==> src/rtl/mac_accumulator_pkg.sv <==
// mac_accumulator_pkg: widths and state encoding shared by the accumulator and its output slot
package mac_accumulator_pkg;
  localparam int OUT_WIDTH = 16;
  localparam int N_SAMPLES = 8;
  localparam int ACC_WIDTH = OUT_WIDTH + $clog2(N_SAMPLES);
  typedef enum logic {ACCUM, PENDING} state_t;
endpackage

==> src/rtl/mac_out_slot.sv <==
// mac_out_slot: holds the latest block result on a valid/ready port with sticky overrun
import mac_accumulator_pkg::*;
module mac_out_slot #(
  parameter int OUT_WIDTH = mac_accumulator_pkg::OUT_WIDTH,
  parameter int N_SAMPLES = mac_accumulator_pkg::N_SAMPLES,
  parameter int ACC_WIDTH = mac_accumulator_pkg::ACC_WIDTH
) (
  input  logic                 clk,
  input  logic                 reset,
  input  logic                 load,
  input  logic [ACC_WIDTH-1:0] data,
  input  logic                 out_ready,
  output logic [ACC_WIDTH-1:0] sum_out,
  output logic [OUT_WIDTH-1:0] mean_out,
  output logic                 out_valid,
  output logic                 overrun
);
  localparam int SH = $clog2(N_SAMPLES);
  state_t state;
  always_ff @(posedge clk) begin
    if (reset) begin
      state     <= ACCUM;
      sum_out   <= '0;
      mean_out  <= '0;
      out_valid <= 1'b0;
      overrun   <= 1'b0;
    end else if (load) begin
      state     <= PENDING;
      sum_out   <= data;
      mean_out  <= OUT_WIDTH'(data >> SH);
      out_valid <= 1'b1;
      if (state == PENDING && !out_ready) overrun <= 1'b1;
    end else if (state == PENDING && out_ready) begin
      state     <= ACCUM;
      out_valid <= 1'b0;
    end
  end
endmodule

==> src/rtl/mac_accumulator.sv <==
// mac_accumulator: sums N_SAMPLES valid upstream words into a block sum and mean, never stalling
import mac_accumulator_pkg::*;
module mac_accumulator #(
  parameter int OUT_WIDTH = mac_accumulator_pkg::OUT_WIDTH,
  parameter int N_SAMPLES = mac_accumulator_pkg::N_SAMPLES,
  parameter int ACC_WIDTH = OUT_WIDTH + $clog2(N_SAMPLES)
) (
  input  logic                         clk,
  input  logic                         reset,
  input  logic                         in_valid,
  input  logic [OUT_WIDTH-1:0]         in_data,
  input  logic                         clear,
  output logic [ACC_WIDTH-1:0]         sum_out,
  output logic [OUT_WIDTH-1:0]         mean_out,
  output logic                         out_valid,
  input  logic                         out_ready,
  output logic                         overrun,
  output logic [$clog2(N_SAMPLES)-1:0] sample_cnt
);
  localparam int CW = $clog2(N_SAMPLES);
  if (ACC_WIDTH < OUT_WIDTH + CW) begin : g_acc_check
    $error("ACC_WIDTH too narrow for N_SAMPLES words of OUT_WIDTH");
  end
  if (N_SAMPLES < 2 || (N_SAMPLES & (N_SAMPLES - 1)) != 0) begin : g_n_check
    $error("N_SAMPLES must be a power of two >= 2");
  end
  logic [ACC_WIDTH-1:0] acc;
  logic [ACC_WIDTH-1:0] acc_next;
  logic                 accept;
  logic                 last;
  logic                 load;
  always_comb begin
    accept   = in_valid && !clear;
    last     = sample_cnt == CW'(N_SAMPLES - 1);
    load     = accept && last;
    acc_next = acc + ACC_WIDTH'(in_data);
  end
  always_ff @(posedge clk) begin
    if (reset || clear) begin
      acc        <= '0;
      sample_cnt <= '0;
    end else if (accept) begin
      acc        <= last ? '0 : acc_next;
      sample_cnt <= last ? '0 : sample_cnt + 1'b1;
    end
  end
  mac_out_slot #(
    .OUT_WIDTH(OUT_WIDTH),
    .N_SAMPLES(N_SAMPLES),
    .ACC_WIDTH(ACC_WIDTH)
  ) u_slot (
    .clk       (clk),
    .reset     (reset),
    .load      (load),
    .data      (acc_next),
    .out_ready (out_ready),
    .sum_out   (sum_out),
    .mean_out  (mean_out),
    .out_valid (out_valid),
    .overrun   (overrun)
  );
endmodule

==> config.mk <==
export PLATFORM = sky130hd
export DESIGN_NAME = mac_accumulator
export DESIGN_NICKNAME = d
export VERILOG_FILES = /design/src/rtl/mac_accumulator_pkg.sv /design/src/rtl/mac_out_slot.sv /design/src/rtl/mac_accumulator.sv
export SDC_FILE = /design/constraint.sdc
export NUM_CORES = 1
export LEC_CHECK = 0
export CAP_MARGIN = 20
export CORE_UTILIZATION = 40
export CTS_BUF_LIST = sky130_fd_sc_hd__clkbuf_4 sky130_fd_sc_hd__clkbuf_8 sky130_fd_sc_hd__clkbuf_16
export CTS_CLUSTER_DIAMETER = 60
export DETAILED_ROUTE_END_ITERATION = 6
export PLACE_DENSITY = 0.62
export RECOVER_POWER = 50
export SYNTH_ARGS = -nofsm -noshare
export SYNTH_HDL_FRONTEND = slang
export SYNTH_SLANG_ARGS = --single-unit
==> constraint.sdc <==
create_clock -name clk -period 3.48 [get_ports clk]
set_clock_uncertainty 0.1 [all_clocks]
set_input_delay 0.696 -clock clk [delete_from_list [all_inputs] [get_ports clk]]
set_output_delay 0.696 -clock clk [all_outputs]
set_load 0.02 [all_outputs]
==> reports/summary.txt <==
status - finished with violations
failing checks - DRC
First-pass DRT Iterations - 7
final hold vios - 0
WP data required - 3.59 ns
DRT Wirelength - 6.516 mm
Setup crit end kind - flop
Pwr Density - 343.6 nW/µm²
Syn. warnings - 0
die height - 83.91 µm
Layout Nets - 405
die area - 7041 µm²
Starting DRT DRC Count - 116
I/O Buffers - 60
synthesized instance count - 324
Core Region - 6422 µm²
root buffer cell - clkbuf_8
worst skew pair latency - 0.29 ns
DR DRC count - 10
Mean Syn Cell Area - 8.283 µm²
pin count of the biggest net entering global routing - 20
Most used DFF post-synth - dfxtp_1
via count - 2,395
Final Cycle Share - 88.48%
Antenna Violating Nets Remaining - 0
dpl hpwl - 4.949 mm
Peak VDD IR - 0.2087 mV
worst min path class - flop to flop
commonest cells after routing, fill and taps aside - dfxtp_1 (43), nand2_1 (41), dlygate4sd3_1 (35), nor2_1 (30)
Max Freq - 324.8 MHz
clk sinks - 43
Worst Tran Pin Value - 1.106 ns
I/O pins - 61
Synth async-reset ratio - 0%
final worst setup slack - 0.4008 ns
Leak - 1.400 nW
Max clock buf depth - 2
GP Congestion - 0.8469
total global routing overflow - 0
DP Area - 3196 µm²
TritonCTS buffer count - 5
CTS tree - yes
Cell Area, Synth - 2684 µm²
row count - 29
CP cell instances - clkdlybuf4s50_1, ha_1, inv_1, fa_1, nor2b_4, o2111ai_2, a211oi_2, o21ai_2, or4_1, a31oi_1
H-tree Lvls - 2
Hold-fix buffers, CTS - 0
vias in the first global route - 2,288
Initial Utilization - 41.79%
kind of critical path - primary input to flop
Avg WL per Cell - 14.71 µm
Max Cap Viol - 0
min cycle time layout - 3.079 ns
Setup WS pre-CTS - 0.1256 ns
Setup Fix Bufs, Post-CTS - 0
Worst setup SP type - primary input
Max FO, Critical Path - 4
GRT Overall Usage - 19.43%
sequential share of the synthesized area - 32.07%
final setup fails - 0
fraction of layout cells with a size suffix above 1 - 6.831%
Slew Limit Fails - 0
Arr. time, crit path - 3.19 ns
final setup TNS - 0 ns
EDFF count, synth - 0
Slew HR - 26.25%
fin area - 3332 µm²
initial antenna violation count - 0
first-pass GRT wire length - 10.97 mm
Net Count, Synth - 364
# fillers - 643
commonest non-fill, non-tap cell in the layout - dfxtp_1
DIE WIDTH - 83.91 µm
antenna cell count - 0
Worst-path clk slew - 0.08 ns
Distinct cells, synth - 56
area delta synth->final - 24.15%
Post-CTS Resized - 0
RSZ-0062 raised after global routing - no
CP peak stage delay - 0.47 ns
post-synthesis register bit count - 43
CP max-delay cell - clkdlybuf4s50_1
Via density - 5.406
-- layer usage --
metal  part of all wire (%)  track usage [%]
met5                      0                0
met4                    1.5            5.799
met3                    3.0            2.967
met2                     50            34.72
met1                     45            23.91
-- through the flow --
| step | cells | hold slack, ns | utilization, % | total power, mW |
|---|---|---|---|---|
| after floorplan | 324 | 0.3197 | - | 0.6381 |
| after global placement | 435 | 0.3315 | 49.76 | 0.6881 |
| after detailed placement | 435 | 0.3395 | 49.76 | 0.6879 |
| after CTS | 443 | 0.3505 | 51.88 | 1.162 |
| after global routing | 443 | 0.3775 | 51.88 | 1.197 |
| final | 443 | 0.3478 | 51.88 | 1.145 |
-- area by class of cell --
type	count	area (µm²)	area share, %
clock inverter	2	60.06	1.802
inverter	7	26.28	0.7886
tap	77	96.34	2.891
multi-input combinational	242	1567	47.01
sequential	43	860.8	25.84
timing repair buffer	66	645.6	19.38
clock buffer	6	76.32	2.291
-- state kept, by name (all words and copies together), names as in the netlist --
name / flops
u_slot.mean_out: 16
acc: 19
u_slot.sum_out: 3
sample_cnt: 3
u_slot.state: 1
u_slot.overrun: 1
-- critical path, delay by kind of cell --
kind                     cells  cell delay, ns
adder cells (fa/ha/maj)      2            0.62
AO/OA/AOI/OAI                4            0.73
buffers and inverters        2            0.52
AND/OR/NAND/NOR              2            0.62
-- logic make-up (layout without fill, tap and decap cells) --
family                     after synthesis  count (layout)  synth area share, %
buffers and inverters                   39              81                9.557
muxes                                    4               4                1.538
DFF                                     43              43                32.07
xor gates and xnor gates                14              14                4.569
adders and majority gates               19              19                9.138
AOI/OAI and AO/OA                       89              89                22.42
and+or+nand+nor                        116             116                20.70
-- synth_stat cells (2+ instances only) --
master,count,area (µm²)
buf_4,17,127.6
o21ai_1,4,20.02
a211oi_1,3,22.52
a21o_1,7,52.55
a22o_1,2,17.52
buf_6,2,22.52
nand2b_1,3,18.77
o211ai_1,3,22.52
a22oi_1,6,45.04
xor2_1,6,52.55
o22ai_1,2,12.51
clkbuf_1,9,33.78
o21ai_2,2,17.52
nor2b_1,3,18.77
nand2_1,41,153.9
a21oi_1,25,125.1
a31oi_1,4,25.02
nand3_1,9,45.04
or2_2,3,18.77
ha_1,18,225.2
o21ai_0,10,50.05
o31ai_1,2,15.01
or3_1,5,31.28
nor3_1,3,15.01
nor4b_1,2,17.52
nor2_1,30,112.6
nand3b_1,3,22.52
nand4_1,6,37.54
and3_1,2,12.51
a211oi_2,2,25.02
dfxtp_1,43,860.8
xnor2_1,8,70.07
mux2i_1,3,30.03
clkbuf_8,3,41.29
inv_1,6,22.52
or4_1,3,22.52
o21a_1,5,37.54
-- final timing paths --
kind	start	endpoint	slack (ns)	depth (start not counted)
max reg2reg	sample_cnt[0]	u_slot.mean_out[8]	0.92	6
max	in_data[0]	acc[18]	0.40	10
min	acc[13]	acc[13]	0.35	2
min reg2reg	acc[13]	acc[13]	0.35	2
-- report_power, final --
part           internal [mW]  switching (mW)  total [mW]
registers              0.499         0.00440       0.503
logic                 0.0758          0.0981       0.174
clock network          0.295           0.173       0.468
Power figures use the tool's default switching activity.
